[config.mk]
export PLATFORM = sky130hd
export DESIGN_NAME = vga_band_scanout
export DESIGN_NICKNAME = d
export VERILOG_FILES = /design/src/rtl/vga_pkg.sv /design/src/rtl/vga_band_match.sv /design/src/rtl/vga_band_scanout.sv
export SDC_FILE = /design/constraint.sdc
export NUM_CORES = 1
export LEC_CHECK = 0
export CORE_ASPECT_RATIO = 0.8
export CORE_UTILIZATION = 30
export DETAILED_ROUTE_END_ITERATION = 16
export PLACE_DENSITY = 0.57
export SKIP_LAST_GASP = 1
export SLEW_MARGIN = 5
export SYNTH_ARGS = -nofsm -noshare
export SYNTH_HDL_FRONTEND = slang
export SYNTH_SLANG_ARGS = --single-unit
export TNS_END_PERCENT = 30
[constraint.sdc]
create_clock -name clk -period 18 [get_ports clk]
set_input_delay 3.6 -clock clk [delete_from_list [all_inputs] [get_ports clk]]
set_output_delay 3.6 -clock clk [all_outputs]
set_load 0.05 [all_outputs]
[src/rtl/vga_pkg.sv]
// Shared VGA timing package: default 640x480@60 timing, sync polarity
// constants and a helper that derives counter period and width.
package vga_pkg;

    // Default 640x480@60 timing (pixel clocks / lines)
    localparam int unsigned DEF_H_ACTIVE = 640;
    localparam int unsigned DEF_H_FP     = 16;
    localparam int unsigned DEF_H_SYNC   = 96;
    localparam int unsigned DEF_H_BP     = 48;
    localparam int unsigned DEF_V_ACTIVE = 480;
    localparam int unsigned DEF_V_FP     = 10;
    localparam int unsigned DEF_V_SYNC   = 2;
    localparam int unsigned DEF_V_BP     = 33;

    // Asserted level of a sync output
    localparam bit SYNC_ACTIVE_LOW  = 1'b0;
    localparam bit SYNC_ACTIVE_HIGH = 1'b1;

    // Period of one scan dimension and the counter width needed to hold it
    typedef struct packed {
        logic [31:0] total;
        logic [31:0] width;
    } timing_dim_t;

    function automatic timing_dim_t calc_timing_dim(
        input int unsigned active,
        input int unsigned fp,
        input int unsigned sync,
        input int unsigned bp
    );
        timing_dim_t d;
        d.total = active + fp + sync + bp;
        d.width = $clog2(d.total);
        return d;
    endfunction

endpackage

[src/rtl/vga_band_match.sv]
// Combinational hit test of one rectangular band [x0,x1) x [y0,y1).
// An empty or inverted extent can never satisfy both bounds, so it never hits.
module vga_band_match #(
    parameter int unsigned HW = 10,
    parameter int unsigned VW = 10
) (
    input  logic [HW-1:0] h,
    input  logic [VW-1:0] v,
    input  logic [HW-1:0] x0,
    input  logic [HW-1:0] x1,
    input  logic [VW-1:0] y0,
    input  logic [VW-1:0] y1,
    output logic          hit
);

    assign hit = (h >= x0) && (h < x1) && (v >= y0) && (v < y1);

endmodule

[src/rtl/vga_band_scanout.sv]
// VGA scan-out engine: programmable sync timing, up to NUM_BANDS priority
// colour bands over a background. Band geometry lives in shadow registers
// that are refreshed only at the start of vertical blank, so frames never tear.
module vga_band_scanout
    import vga_pkg::*;
#(
    parameter int unsigned H_ACTIVE  = DEF_H_ACTIVE,
    parameter int unsigned H_FP      = DEF_H_FP,
    parameter int unsigned H_SYNC    = DEF_H_SYNC,
    parameter int unsigned H_BP      = DEF_H_BP,
    parameter int unsigned V_ACTIVE  = DEF_V_ACTIVE,
    parameter int unsigned V_FP      = DEF_V_FP,
    parameter int unsigned V_SYNC    = DEF_V_SYNC,
    parameter int unsigned V_BP      = DEF_V_BP,
    parameter bit          HSYNC_POL = SYNC_ACTIVE_LOW,
    parameter bit          VSYNC_POL = SYNC_ACTIVE_LOW,
    parameter int unsigned RGB_W     = 3,
    parameter int unsigned NUM_BANDS = 4,
    localparam timing_dim_t H_DIM = calc_timing_dim(H_ACTIVE, H_FP, H_SYNC, H_BP),
    localparam timing_dim_t V_DIM = calc_timing_dim(V_ACTIVE, V_FP, V_SYNC, V_BP),
    localparam int unsigned HW = H_DIM.width,
    localparam int unsigned VW = V_DIM.width
) (
    input  logic                       clk,
    input  logic                       reset,
    input  logic [NUM_BANDS*HW-1:0]    band_x0,
    input  logic [NUM_BANDS*HW-1:0]    band_x1,
    input  logic [NUM_BANDS*VW-1:0]    band_y0,
    input  logic [NUM_BANDS*VW-1:0]    band_y1,
    input  logic [NUM_BANDS*RGB_W-1:0] band_color,
    input  logic [RGB_W-1:0]           bg_color,
    input  logic                       update_req,
    output logic                       update_ack,
    output logic                       hsync,
    output logic                       vsync,
    output logic [RGB_W-1:0]           rgb,
    output logic [HW-1:0]              hcount,
    output logic [VW-1:0]              vcount,
    output logic                       active,
    output logic                       frame_start
);

    localparam int unsigned H_TOTAL  = H_DIM.total;
    localparam int unsigned V_TOTAL  = V_DIM.total;
    localparam int unsigned HS_START = H_ACTIVE + H_FP;
    localparam int unsigned HS_END   = HS_START + H_SYNC;
    localparam int unsigned VS_START = V_ACTIVE + V_FP;
    localparam int unsigned VS_END   = VS_START + V_SYNC;

    logic [HW-1:0] h_cnt;
    logic [VW-1:0] v_cnt;
    logic          h_wrap;
    logic          v_wrap;
    logic          commit;

    logic [NUM_BANDS*HW-1:0]    sh_x0;
    logic [NUM_BANDS*HW-1:0]    sh_x1;
    logic [NUM_BANDS*VW-1:0]    sh_y0;
    logic [NUM_BANDS*VW-1:0]    sh_y1;
    logic [NUM_BANDS*RGB_W-1:0] sh_color;
    logic [RGB_W-1:0]           sh_bg;

    logic [NUM_BANDS-1:0] band_hit;
    logic [RGB_W-1:0]     pix_color;
    logic                 active_c;
    logic                 hs_on;
    logic                 vs_on;

    assign h_wrap = (32'(h_cnt) == H_TOTAL - 1);
    assign v_wrap = (32'(v_cnt) == V_TOTAL - 1);

    // First blank line, first pixel: the only place the shadows may change
    assign commit = update_req && (h_cnt == '0) && (32'(v_cnt) == V_ACTIVE);

    assign active_c = (32'(h_cnt) < H_ACTIVE) && (32'(v_cnt) < V_ACTIVE);
    assign hs_on    = (32'(h_cnt) >= HS_START) && (32'(h_cnt) < HS_END);
    assign vs_on    = (32'(v_cnt) >= VS_START) && (32'(v_cnt) < VS_END);

    // Raster position counters: h runs along a line, v advances on each line wrap
    always_ff @(posedge clk or posedge reset) begin
        // NOTE: sequential state uses non-blocking assignments so every register samples pre-edge values.
        if (reset) begin
            h_cnt <= '0;
            v_cnt <= '0;
        end else if (h_wrap) begin
            h_cnt <= '0;
            v_cnt <= v_wrap ? '0 : v_cnt + 1'b1;
        end else begin
            h_cnt <= h_cnt + 1'b1;
        end
    end

    // Shadow geometry, captured from the live inputs only at the commit point
    always_ff @(posedge clk or posedge reset) begin
        // NOTE: the shadows are reset on purpose: all-zero geometry is the defined "no bands" state.
        if (reset) begin
            sh_x0    <= '0;
            sh_x1    <= '0;
            sh_y0    <= '0;
            sh_y1    <= '0;
            sh_color <= '0;
            sh_bg    <= '0;
        end else if (commit) begin
            sh_x0    <= band_x0;
            sh_x1    <= band_x1;
            sh_y0    <= band_y0;
            sh_y1    <= band_y1;
            sh_color <= band_color;
            sh_bg    <= bg_color;
        end
    end

    for (genvar i = 0; i < NUM_BANDS; i++) begin : g_band
        vga_band_match #(
            .HW (HW),
            .VW (VW)
        ) u_match (
            .h   (h_cnt),
            .v   (v_cnt),
            .x0  (sh_x0[i*HW +: HW]),
            .x1  (sh_x1[i*HW +: HW]),
            .y0  (sh_y0[i*VW +: VW]),
            .y1  (sh_y1[i*VW +: VW]),
            .hit (band_hit[i])
        );
    end

    // Priority select: scanning from the top index down leaves the lowest hitting band in place
    always_comb begin
        // NOTE: default assignment first keeps this purely combinational (no latch).
        pix_color = sh_bg;
        for (int i = NUM_BANDS - 1; i >= 0; i--) begin
            if (band_hit[i]) begin
                pix_color = sh_color[i*RGB_W +: RGB_W];
            end
        end
    end

    // Output registers: everything is derived from the same counter state, so all stay aligned
    always_ff @(posedge clk or posedge reset) begin
        if (reset) begin
            hsync       <= ~HSYNC_POL;
            vsync       <= ~VSYNC_POL;
            rgb         <= '0;
            hcount      <= '0;
            vcount      <= '0;
            active      <= 1'b0;
            frame_start <= 1'b0;
            update_ack  <= 1'b0;
        end else begin
            hsync       <= hs_on ? HSYNC_POL : ~HSYNC_POL;
            vsync       <= vs_on ? VSYNC_POL : ~VSYNC_POL;
            rgb         <= active_c ? pix_color : '0;
            hcount      <= h_cnt;
            vcount      <= v_cnt;
            active      <= active_c;
            frame_start <= (h_cnt == '0) && (v_cnt == '0);
            update_ack  <= commit;
        end
    end

endmodule

### Word level (Yosys, flattened, before mapping)

Cells that the tools add are included.

* register bits after elaboration: 223
* bits in writable memories: 0
* latch bits: 0
* memories: 0
* output and inout port bits: 28
* ROM bits: 0

* divide/modulo/power cells: 0
* eq/ne operators: 3
* muxes and demuxes: 9
* $mul: 0
* order comparisons: 22
* shifts and indexed selects: 0
* add/sub/neg operators: 2
* bitwise operators: 0
* reduce and logical (&&, ||, !) cells: 20

Operators with widths (count)
* $ge A10 B10 Y1: 8
* $lt A10 B10 Y1: 8
* $add A10 B1 Y10 const B: 2
* $eq A10 B10 Y1 const B: 2
* $logic_not A10 Y1: 2
* $lt A10 B10 Y1 const B: 2
* $lt A10 B9 Y1 const B: 2
* $mux W10: 2
* $logic_and A1 B1 Y1: 18
* $mux W3: 5
* $eq A10 B9 Y1 const B: 1
* $ge A10 B10 Y1 const B: 1
* $ge A10 B9 Y1 const B: 1
* $mux W1: 2

### Longest topological paths before layout

* depth after elaboration: 9
* depth in mapped cells: 11
* depth with buffers taken out: 10

### By module

A second synthesis with hierarchy kept.

* cell total of the unflattened synthesis: 1051
* area, all modules: 12240.5 um^2

By module, submodules not included
* vga_band_scanout: sequential area each 5582.9 um^2, area each 8471.9 um^2, cells an instance 539, instances 1
* vga_band_match: sequential area each 0.0 um^2, area each 942.2 um^2, cells an instance 128, instances 4

### Worst setup path after synthesis

OpenSTA, ideal clock, no wires.

* path kind: input port to flip-flop
* start point: in update_req
* end point: reg sh_bg[0]
* data required time: 17.935 ns
* stages: 6
* slack: 13.365 ns
* arrival time: 4.570 ns
* path buffers: 3
* path through: and3_1 clkbuf_1 clkbuf_1 buf_1 nand2_1 nand2_1

* longest elaborated chain between the ends: 2

RTL lines
* start, declared: line vga_band_scanout.sv:32 `input logic update_req,`
* $logic_and A1 B1 Y1 (2 in a row): line vga_band_scanout.sv:73 `assign commit = update_req && (h_cnt == '0) && (32'(v_cnt) == V_ACTIVE);`
* end signal, assigned: line vga_band_scanout.sv:109 `sh_bg <= bg_color;`
* end, declared: line vga_band_scanout.sv:61 `logic [RGB_W-1:0] sh_bg;`

No other way between the ends.
A chain may end at the register's enable or synchronous reset.

### Final worst setup path

* start point: in update_req
* end point: reg sh_y1[20]

* longest elaborated chain between the ends: 2

RTL lines
* $logic_and A1 B1 Y1 (2 in a row): line vga_band_scanout.sv:73
* end signal, assigned: line vga_band_scanout.sv:107 `sh_y1 <= band_y1;`
* end, declared: line vga_band_scanout.sv:59 `logic [NUM_BANDS*VW-1:0] sh_y1;`

No other way between the ends.

==> qor.csv <==
metric,value,unit
WL final,34.8,mm
Hold EP,sh_y0[18]$_DFFE_PP0P_,
reg2reg start,h_cnt[0]$_DFF_PP0_,
routed vias/inst,4.54,
Die Y,181,um
CP Class,input pin to register,
fill cell count,4056,
post-synth top area share,0.458,
Die X,226,um
number of max-cap violations,0,
via count,9772,
DRT iter0 DRCs,559,
number of synthesis warnings,0,
RePlAce Congestion,0.803,
hold crit path type,register to register,
synthesized area,12100,um2
status,completed,
top-count cell post-synth,nand2_1,
Relative slew margins,0.363,
period utilization,0.313,
vias in the first global route,9874,
multi-input logic area,5760,um2
DR WL met2,15.5,mm
Final Critical Period,5.63,ns
H-tree levels,1,
"Arr. time, crit path",6.11,ns
"area leader, netlist",dfrtp_1,
Clock Tree Buf Depth,3,
"Hold-fix buffers, CTS",0,
Ports,206,
CTS Buf Count,26,
WP buf/inv,3,
Internal Power,0.000851,W
Worst setup EP type,register,
Synth area leaders,"dfrtp_1, nand2_1, ha_1",
critical-path maximum fanout,75,
pwr dens,70.0,nW/um2
Core ar.,39500,um2
Worst setup SP type,input pin,
Yosys reg bits,223,
hold slack,0.463,ns
Reg2Reg Depth,9,
Final Skew,0.0293,ns
worst path cell trace,clkdlybuf4s50_1 -> nand3_4 -> buf_4 -> buf_4 -> nand2_1 -> nand2_1,
Clock Pin Slew Worst Setup and Hold Paths,0.06,ns
fraction of registers with async set/reset,1.00,
initial antenna violation count,4,
CTS tree,built,
TritonCTS Sinks,223,
clk_lat worst skew,0.56,ns
root buf cell,clkbuf_16,
Syn Nets,1729,
Mapped Cells,1395,
routed length on met3,1.76,mm
synth-to-layout area growth,29.3,%
Reg area,5580,um2
setup_tns,0,ns
DPL Wire Length,25.0,mm
Global Route Usage Sum,0.172,
first-pass iteration count of the detailed router,5,
uppermost layer routed,met4,
largest net degree at the start of global routing,90,
mean post-synth cell area,8.65,um2
Synth Flop Type,dfrtp_1,
Hold Path Cell Cnt,2,
Leak,7.70,nW
Worst-Margin Slew,0.948,ns
Residual DRC,0,
Peak Freq,0.178,GHz
Comb pwr share,0.048,
worst vdd ir,0.0575,mV
Post-synth top cells,"nand2_1, dfrtp_1, ha_1, inv_1, clkbuf_1",
register area share after synthesis,0.463,
worst hold start,sh_y0[18]$_DFFE_PP0P_,
layout cells sized above 1,0.0409,
clock power share,0.494,
ANT nets after route,0,
post-CTS setup buffers,0,
Crit-path slowest cell,buf_4,
Port-buffer cells,205,
Reg2Reg Setup Slack,14.18,ns
RSZ-0062 raised after global routing,false,
required time worst endpoint,18.48,ns
M1 wire length,16.7,mm
first-pass GRT wire length,54.8,mm
fin nets,1928,
number of flops mapped to enable cells by yosys,0,
DR WL/cell,16.2,um
Final Hold Fails,0,
post-synthesis cell type count,51,
worst r2r dst,sh_y1[20]$_DFFE_PP0P_,
grt ovf,0,
Reg power frac,0.459,
switching share of power,0.222,
P_sw,0.000242,W
Initial Utilization,0.305,
Placement Rows,65,
# resized after CTS,0,
count of final setup violators,0,
max incr delay on CP,0.72,ns
die area,41000,um2
"delay-heaviest family, CP",buffers and inverters,
Pins Over Slew Limit,0,
[placed cells by master, fill, tap and decap left out, types with 16 or more instances in the layout]
cell type        netlist  final
clkdlybuf4s50_1        0    205
clkbuf_16              0     26
a21oi_1               36     36
dfrtp_1              221    221
nand2_1              554    554
nand3_1               17     16
nor2_1                19     19
inv_1                153    152
o21ai_0               35     35
ha_1                 156    156
[area by class of cell]
class,count,area share
multi-input cells,974,0.369
flip-flops and latches,223,0.358
repair buffers,216,0.137
clock buffers,33,0.0466
well taps,536,0.0430
inverters,153,0.0373
clock inverters,14,0.00946
diodes,2,0.000321
[state kept, by name, indices dropped and copies added (netlist names), 3 cells and up]
register	cells
h_cnt	10
vcount	10
sh_x1	40
v_cnt	10
sh_bg	3
sh_color	12
rgb	3
sh_y0	40
sh_x0	40
sh_y1	40
hcount	10
[power by group through the flow]
stage / logic (W) / registers, W / clock network [W]
after CTS: 0.0000536 / 0.000501 / 0.000553
final: 0.0000520 / 0.000501 / 0.000539
after global placement: 0.0000533 / 0.000510 / 0
after floorplan: 0.00000768 / 0.000511 / 0
after detailed placement: 0.0000531 / 0.000510 / 0
after global routing: 0.0000563 / 0.000501 / 0.000573
[through the flow]
step / cell area, um2 / setup slack [ns] / total power (W) / instances / utilization
after floorplan: 12100 / 8.30 / 0.000518 / 1395 / -
after global placement: 14700 / 11.82 / 0.000564 / 2102 / 0.373
after detailed placement: 14700 / 11.77 / 0.000564 / 2102 / 0.373
after CTS: 15600 / 12.36 / 0.00111 / 2149 / 0.395
after global routing: 15600 / 12.16 / 0.00113 / 2149 / 0.395
final: 15600 / 12.37 / 0.00109 / 2151 / 0.395
[worst max-delay path by stage]
stage                       endpoint  slack (ns)        from  cells past startpoint
2_1_floorplan       active$_DFF_PP0_        8.30       reset                      1
3_3_place_gp   sh_y0[19]$_DFFE_PP0P_       11.82  update_req                      6
3_5_place_dp   sh_y0[31]$_DFFE_PP0P_       11.77  update_req                      6
4_1_cts        sh_y0[11]$_DFFE_PP0P_       12.36  update_req                      6
5_1_grt        sh_y1[33]$_DFFE_PP0P_       12.16  update_req                      6
6_report       sh_y1[20]$_DFFE_PP0P_       12.37  update_req                      6
[routing by layer]
metal,global-route usage,up-vias
met4,0.0454,0
met1,0.243,4586
met5,0,-
met2,0.269,219
li1,-,4915
met3,0.0307,52
[logic make-up after synthesis]
family | after synthesis | synth area share
AOI/OAI and AO/OA | 145 | 0.0782
xor gates and xnor gates | 11 | 0.00798
DFF | 223 | 0.463
buffers and inverters | 198 | 0.0616
adders and majority gates | 156 | 0.162
and+or+nand+nor | 659 | 0.225
muxes | 3 | 0.00249
[tightest hold or removal path: cells and delay by family, from the launching register on]
family        cells  cell delay, ns
flops             1            0.34
simple gates      2            0.09
No activity file was read; power rests on OpenSTA's default activity.
